--- config.mk ---
export PLATFORM = sky130hd
export DESIGN_NAME = bulls_cows_core
export DESIGN_NICKNAME = d
export VERILOG_FILES = /design/src/rtl/bulls_cows_core.sv
export SDC_FILE = /design/constraint.sdc
export NUM_CORES = 1
export LEC_CHECK = 0
export CAP_MARGIN = 5
export CORE_MARGIN = 5
export CORE_UTILIZATION = 60
export CTS_BUF_LIST = sky130_fd_sc_hd__clkbuf_8
export DETAILED_ROUTE_END_ITERATION = 8
export PLACE_DENSITY = 0.8
export SETUP_SLACK_MARGIN = 0.1
export SYNTH_ARGS = -nofsm -noshare
export SYNTH_HDL_FRONTEND = slang
export SYNTH_SLANG_ARGS = --single-unit
--- constraint.sdc ---
create_clock -name clk -period 2.5 [get_ports clk]
set_input_delay 0.5 -clock clk [delete_from_list [all_inputs] [get_ports clk]]
set_output_delay 0.5 -clock clk [all_outputs]
set_load 0.05 [all_outputs]
--- src/rtl/bulls_cows_core.sv ---
// N-digit, radix-R A/B guessing-game controller: press detection, secret capture,
// sequential A/B/duplicate scoring engine and registered display/LED outputs.
module bulls_cows_core #(
  parameter int unsigned DIGITS      = 4,
  parameter int unsigned RADIX       = 10,
  parameter int unsigned MAX_TRIES   = 10,
  parameter int unsigned TITLE_TICKS = 15
) (
  input  logic                  clk,
  input  logic                  rst_n,
  input  logic                  tick,
  input  logic                  btn_inc_n,
  input  logic                  btn_next_n,
  input  logic                  btn_sub_n,
  input  logic                  cheat,
  input  logic [4*DIGITS-1:0]   rnd_in,
  output logic [4*DIGITS-1:0]   disp_val,
  output logic [DIGITS-1:0]     disp_dp,
  output logic [MAX_TRIES-1:0]  hp_bar,
  output logic [3:0]            a_cnt,
  output logic [3:0]            b_cnt,
  output logic                  win,
  output logic                  lose,
  output logic                  dup_err
);

  localparam int unsigned VW = 4 * DIGITS;
  localparam int unsigned IW = (DIGITS > 1) ? $clog2(DIGITS) : 1;
  localparam int unsigned TW = $clog2(TITLE_TICKS + 1);
  localparam int unsigned AW = 6;

  typedef enum logic [2:0] {
    S_TITLE, S_INPUT, S_SCORE, S_SHOW, S_WIN, S_LOSE
  } state_t;

  // Digit k of a packed value, k = 0 being the leftmost (MS) nibble.
  function automatic logic [3:0] nib(input logic [VW-1:0] v, input int unsigned k);
    nib = v[4*(DIGITS-1-k) +: 4];
  endfunction

  function automatic logic [VW-1:0] seq_pattern();
    logic [VW-1:0] v;
    v = '0;
    for (int unsigned k = 0; k < DIGITS; k++) v[4*(DIGITS-1-k) +: 4] = 4'(k);
    return v;
  endfunction

  function automatic logic [VW-1:0] title_pattern();
    logic [VW-1:0] v;
    logic [15:0]   pat;
    pat = 16'h1A2B;
    v   = '0;
    for (int unsigned k = 0; k < DIGITS; k++) v[4*(DIGITS-1-k) +: 4] = pat[4*(3-(k%4)) +: 4];
    return v;
  endfunction

  function automatic logic rnd_valid(input logic [VW-1:0] v);
    rnd_valid = 1'b1;
    for (int unsigned p = 0; p < DIGITS; p++) begin
      if (nib(v, p) >= 4'(RADIX)) rnd_valid = 1'b0;
      for (int unsigned q = p + 1; q < DIGITS; q++)
        if (nib(v, p) == nib(v, q)) rnd_valid = 1'b0;
    end
  endfunction

  function automatic logic [3:0] inc_digit(input logic [3:0] d);
    inc_digit = (d == 4'(RADIX - 1)) ? 4'd0 : d + 4'd1;
  endfunction

  localparam logic [VW-1:0] SEQ_INIT  = seq_pattern();
  localparam logic [VW-1:0] TITLE_PAT = title_pattern();
  localparam logic [VW-1:0] ERR_PAT   = {DIGITS{4'hE}};

  state_t                state_q, state_d;
  logic [VW-1:0]         secret_q, secret_d, cand_q, cand_d, guess_q, guess_d;
  logic [IW-1:0]         cursor_q, cursor_d, si_q, si_d, sj_q, sj_d;
  logic [MAX_TRIES-1:0]  hp_d, hp_shift_c;
  logic [3:0]            a_d, b_d;
  logic [TW-1:0]         title_cnt_q, title_cnt_d;
  logic                  scan_done_q, scan_done_d;
  logic [AW-1:0]         acc_a_q, acc_a_d, acc_b_q, acc_b_d, acc_d_q, acc_d_d;
  logic                  samp_inc_q, samp_next_q, samp_sub_q;
  logic                  press_inc_c, press_next_c, press_sub_c, any_press_c;
  logic                  dup_err_d;
  logic [3:0]            gi_c, gj_c, si_dig_c;
  logic [VW-1:0]         disp_c;
  logic [DIGITS-1:0]     dp_c;

  // Press = released at the previous tick sample, pressed at this one.
  assign press_inc_c  = tick & samp_inc_q  & ~btn_inc_n;
  assign press_next_c = tick & samp_next_q & ~btn_next_n;
  assign press_sub_c  = tick & samp_sub_q  & ~btn_sub_n;
  assign any_press_c  = press_inc_c | press_next_c | press_sub_c;

  assign gi_c       = nib(guess_q,  32'(si_q));
  assign gj_c       = nib(guess_q,  32'(sj_q));
  assign si_dig_c   = nib(secret_q, 32'(si_q));
  assign hp_shift_c = hp_bar >> 1;

  // Next-state and datapath update.
  always_comb begin
    state_d     = state_q;
    secret_d    = secret_q;
    cand_d      = cand_q;
    guess_d     = guess_q;
    cursor_d    = cursor_q;
    hp_d        = hp_bar;
    a_d         = a_cnt;
    b_d         = b_cnt;
    title_cnt_d = title_cnt_q;
    si_d        = si_q;
    sj_d        = sj_q;
    scan_done_d = scan_done_q;
    acc_a_d     = acc_a_q;
    acc_b_d     = acc_b_q;
    acc_d_d     = acc_d_q;
    dup_err_d   = 1'b0;

    case (state_q)
      S_TITLE: begin
        if (tick && rnd_valid(rnd_in)) cand_d = rnd_in;
        if (!cheat) begin
          if (tick) title_cnt_d = title_cnt_q + TW'(1);
          if (any_press_c || (tick && title_cnt_q == TW'(TITLE_TICKS - 1))) begin
            state_d  = S_INPUT;
            secret_d = cand_d;
            guess_d  = '0;
            cursor_d = '0;
            hp_d     = '1;
          end
        end
      end
      S_INPUT: begin
        if (!cheat) begin
          if (press_sub_c) begin
            state_d     = S_SCORE;
            si_d        = '0;
            sj_d        = '0;
            scan_done_d = 1'b0;
            acc_a_d     = '0;
            acc_b_d     = '0;
            acc_d_d     = '0;
          end else begin
            if (press_inc_c)
              guess_d[4*(DIGITS-1-32'(cursor_q)) +: 4] = inc_digit(nib(guess_q, 32'(cursor_q)));
            if (press_next_c)
              cursor_d = (cursor_q == IW'(DIGITS - 1)) ? '0 : cursor_q + IW'(1);
          end
        end
      end
      S_SCORE: begin
        if (!scan_done_q) begin
          if (si_dig_c == gj_c) begin
            if (si_q == sj_q) acc_a_d = acc_a_q + AW'(1);
            else              acc_b_d = acc_b_q + AW'(1);
          end
          if (si_q < sj_q && gi_c == gj_c) acc_d_d = acc_d_q + AW'(1);
          if (sj_q == IW'(DIGITS - 1)) begin
            sj_d = '0;
            if (si_q == IW'(DIGITS - 1)) scan_done_d = 1'b1;
            else                         si_d = si_q + IW'(1);
          end else begin
            sj_d = sj_q + IW'(1);
          end
        end else if (acc_d_q != '0) begin
          dup_err_d = 1'b1;
          state_d   = S_INPUT;
        end else begin
          a_d = 4'(acc_a_q);
          b_d = 4'(acc_b_q);
          if (acc_a_q == AW'(DIGITS)) begin
            state_d = S_WIN;
          end else begin
            hp_d    = hp_shift_c;
            state_d = (hp_shift_c == '0) ? S_LOSE : S_SHOW;
          end
        end
      end
      S_SHOW: if (!cheat && press_next_c) state_d = S_INPUT;
      S_WIN: begin
        if (!cheat) begin
          if (tick) hp_d = MAX_TRIES'(hp_bar << 1) | MAX_TRIES'(hp_bar >> (MAX_TRIES - 1));
          if (press_next_c) state_d = S_TITLE;
        end
      end
      S_LOSE: if (!cheat && press_next_c) state_d = S_TITLE;
      default: state_d = S_TITLE;
    endcase

    // Cheat overrides everywhere except an in-flight scan.
    if (cheat && state_q != S_SCORE) begin
      if (press_inc_c)  hp_d    = MAX_TRIES'(hp_bar << 1) | MAX_TRIES'(1);
      if (press_next_c) state_d = S_TITLE;
    end

    if (state_d != S_TITLE) title_cnt_d = '0;
  end

  // Display content derived from the current registered state.
  always_comb begin
    disp_c = guess_q;
    dp_c   = '1;
    if (cheat && !btn_sub_n) begin
      disp_c = secret_q;
    end else begin
      case (state_q)
        S_TITLE: disp_c = TITLE_PAT;
        S_SHOW: begin
          disp_c            = {DIGITS{4'hF}};
          disp_c[VW-1 -: 4]  = a_cnt;
          disp_c[VW-5 -: 4]  = 4'hA;
          disp_c[VW-9 -: 4]  = b_cnt;
          disp_c[VW-13 -: 4] = 4'hB;
        end
        S_LOSE:  disp_c = !btn_inc_n ? secret_q : ERR_PAT;
        default: disp_c = guess_q;
      endcase
    end
    if (state_q == S_INPUT) dp_c[DIGITS-1-32'(cursor_q)] = 1'b0;
  end

  always_ff @(posedge clk or negedge rst_n) begin
    if (!rst_n) begin
      state_q     <= S_TITLE;
      secret_q    <= SEQ_INIT;
      cand_q      <= SEQ_INIT;
      guess_q     <= '0;
      cursor_q    <= '0;
      hp_bar      <= '1;
      a_cnt       <= '0;
      b_cnt       <= '0;
      title_cnt_q <= '0;
      si_q        <= '0;
      sj_q        <= '0;
      scan_done_q <= 1'b0;
      acc_a_q     <= '0;
      acc_b_q     <= '0;
      acc_d_q     <= '0;
      samp_inc_q  <= 1'b1;
      samp_next_q <= 1'b1;
      samp_sub_q  <= 1'b1;
      win         <= 1'b0;
      lose        <= 1'b0;
      dup_err     <= 1'b0;
      disp_val    <= TITLE_PAT;
      disp_dp     <= '1;
    end else begin
      state_q     <= state_d;
      secret_q    <= secret_d;
      cand_q      <= cand_d;
      guess_q     <= guess_d;
      cursor_q    <= cursor_d;
      hp_bar      <= hp_d;
      a_cnt       <= a_d;
      b_cnt       <= b_d;
      title_cnt_q <= title_cnt_d;
      si_q        <= si_d;
      sj_q        <= sj_d;
      scan_done_q <= scan_done_d;
      acc_a_q     <= acc_a_d;
      acc_b_q     <= acc_b_d;
      acc_d_q     <= acc_d_d;
      if (tick) begin
        samp_inc_q  <= btn_inc_n;
        samp_next_q <= btn_next_n;
        samp_sub_q  <= btn_sub_n;
      end
      win         <= (state_d == S_WIN);
      lose        <= (state_d == S_LOSE);
      dup_err     <= dup_err_d;
      disp_val    <= disp_c;
      disp_dp     <= dp_c;
    end
  end

endmodule
==> metrics <==
grt met3 use=under 10%; H-tree lvl count=4; syn_nets=770; XOR/XNOR Fraction of Synth Area=4.673%; Pre-antenna DRT Iters=5; DRT iter0 DRCs=553; Seq. cell area=a little over 3000 µm²; Fillers=slightly above 800; RSZ-0062 raised after global routing=yes; clk sink count=around 120; post-DP HPWL=between 10,000 and 15,000 µm; Nets=847; largest fanout on the critical path=6; ranking of synthesized cells by area=dfrtp_1, dfstp_2, mux4_2; VDD IR max=about 0.0007 V; Post-synth top flop=dfrtp_1; Post-CTS Hold Fix Bufs=0; Synth Area in Simple Gates=roughly 17%; count of yosys warnings during synthesis=0; status=finished clean; multi-input gate area in the final layout=3767 µm²; Slew @ Worst Pin=~0.7 ns; Max-Cap Viols=0; worst r2r path cells=5; Slowest-stage cell, CP=clkdlybuf4s50_1; drt drc=0; Vias=6,085; Arrival @ worst endpoint=1.87 ns; Worst R2R Start=sj_q[0]; Hold Fails Final Rpt=0; Num CTS Buffers=17; Mapped Area=7122 µm²; Synth Area in Compound Gates=between 15 and 20%; Mapped Cells=727; Worst setup EP type=output pin; Clk Latency, worst-skew pair=between 0.4 and 0.5 ns; hold crit path type=primary input to asynchronous set/reset pin; clock root cell=clkbuf_8; post-layout util=74.82%; Slew Viols, Final=0; Worst R2R Setup Slack=between 0.2 and 0.25 ns; Max-Slew Margin vs Limit=a little over half; Synth Area in Adders=under 10%; core footprint=approximately 12,000 µm²; Seq/Total Area, Yosys=between 40% and 50%; FMAX=422.1 MHz; top-count cell post-synth=dfrtp_1; TritonCTS clock tree=yes; post-synth top area share=31.62%; CP Launch Type=flip-flop; Most Crowded Layer GR=met2; Synth-to-Final Area Change=20.98%; effective utilization at floorplan=a little over 60%; most frequent cells after synthesis=dfrtp_1, nand2_1, o21ai_0; Final ANT Viol Nets=0; Top Family by Delay on Critical Path=buffers and inverters; Pleak=~3.5 nW; min Tclk post-route=between 2 and 2.5 ns; Cell variety after synth=63; Die Width=about 120 µm; met2 Usage GRT=a little under half; Clock Path Buffers=2; GP Congestion=roughly 1.0; met1 Usage GRT=between 30% and 40%; final clock skew=0.01220 ns; Setup-failing EPs final=0; first-pass GRT wire length=around 31,000 µm; asr flop ratio synth=100.0%; final WL=18,680 µm; Yosys reg bits=between 100 and 150; vias in the first global route=6,015; antenna violations before repair=0; largest net degree at the start of global routing=123; Worst path max stage delay=about 0.82 ns; Reg clk slew, reported paths=around 0.080 ns; Setup TNS Final=0 ns; Buffers & Inverters on Critical Path=1; GRT Total Usage=between 20% and 30%; vias per cell=between 6 and 7; Final period util=between 90% and 100%; Post-CTS Setup Inserts=0; DR WL/cell=19.45 µm; Post-synth EDFFs=0; Setup CP Type=flip-flop to output pin; cell taking the most area after synthesis=dfrtp_1; layout cells sized above 1=a little over a fifth; Buffers on Ports=63; Die Area=between 10,000 and 15,000 µm²; Row Count=39; Critical Path RT=~2.0 ns; GR Overflow Total=0; Power Dens Cells=~1100 nW/µm²; Avg Inst Size Synth=9.796 µm²; Die H=119.0 µm; main combinational cell family by area after synthesis=simple AND/OR/NAND/NOR gates; CP cell instances=clkdlybuf4s50_1; I/O pin total=64; Worst R2R End=acc_d_q[3]; antenna cells=0; proportion of synthesized area in mux cells=11.72%
-- flip-flops by register name (all words and copies together), names as in the netlist, 6 cells and up --
name,count
cand_q,16
disp_val,16
guess_q,16
secret_q,16
hp_bar,10
acc_a_q,6
acc_d_q,6
-- where the power goes --
part / switching (mW) / internal, mW
clock network: 0.823 / 1.11
logic: 2.32 / 1.59
registers: 0.716 / 2.76
total: 3.86 / 5.47
-- final cells by class --
| class | instances | area share, % |
|---|---|---|
| inverters | 19 | 0.8278 |
| repair buffers | 111 | 12.29 |
| clock buffers | 18 | 2.875 |
| flip-flops and latches | 122 | 35.94 |
| clock inverters | 14 | 2.265 |
| well taps | 143 | 2.077 |
| multi-input cells | 533 | 43.73 |
-- repair_timing --
item                                    in CTS  in global routing
resized for setup                            2                 16
endpoints found under the setup margin       5                 22
cloned                                       0                  0
-- layout by cell type (no fill, tap or decap), types with 4 or more instances in the layout --
cell,n
or4_1,5
o2bb2ai_1,12
nand2b_1,19
inv_1,19
clkdlybuf4s50_1,54
xnor2_1,32
dfrtp_1,87
and3_1,7
mux2_2,25
bufinv_16,4
mux2i_1,17
ha_1,20
buf_4,45
clkbuf_8,18
clkinvlp_4,4
xor2_1,4
nand3_1,37
a21oi_1,41
a31oi_1,28
buf_12,4
o211ai_1,5
mux4_2,16
nor2_1,46
nor2b_1,6
o31ai_1,5
o21ai_0,52
nand2_1,62
o22a_1,4
a211oi_1,8
a2bb2oi_1,6
nand4_1,14
dfstp_2,32
nor3_1,10
o22ai_1,5
dlymetal6s2s_1,8
-- layer usage --
metal  share of wire (%)  routed length, µm  vias up
met1                  41               7647     2980
met5                   0                  0        -
met4                 2.1                395        0
li1                    -                  -     2807
met2                  50               9393      264
met3                 6.6               1238       34
-- worst max-delay path by stage --
stage / startpoint / endpoint / slack (ns) / cells after the start
final: hp_bar[8] / hp_bar[8] / 0.13 / 1
after global routing: sj_q[0] / acc_b_q[2] / 0.07 / 6
after CTS: sj_q[0] / acc_b_q[2] / 0.11 / 6
after detailed placement: rnd_in[6] / cand_q[13] / 0.01 / 8
after global placement: rnd_in[6] / cand_q[15] / 0.05 / 8
after floorplan: rnd_in[9] / cand_q[10] / 0.31 / 8
-- stage by stage --
step                setup WS [ns]  hold slack, ns  cells  power [mW]  cell area (µm²)
floorplan                  0.3059          0.2044    727       6.017             7122
global placement          0.05102          0.4676    928       7.176             8113
detailed placement        0.01478          0.4858    928       7.305             8113
CTS                        0.1074          0.1617    960       9.274             8559
global route              0.06509          0.1951    960       9.836             8616
finish                     0.1311          0.1165    960       9.322             8616
-- kinds of logic after synthesis --
family                     count (synthesis)
AOI/OAI and AO/OA                        178
xor gates and xnor gates                  38
adders and majority gates                 21
buffers and inverters                     72
DFF                                      122
muxes                                     60
and+or+nand+nor                          236
(Power assumes the default switching activity.)
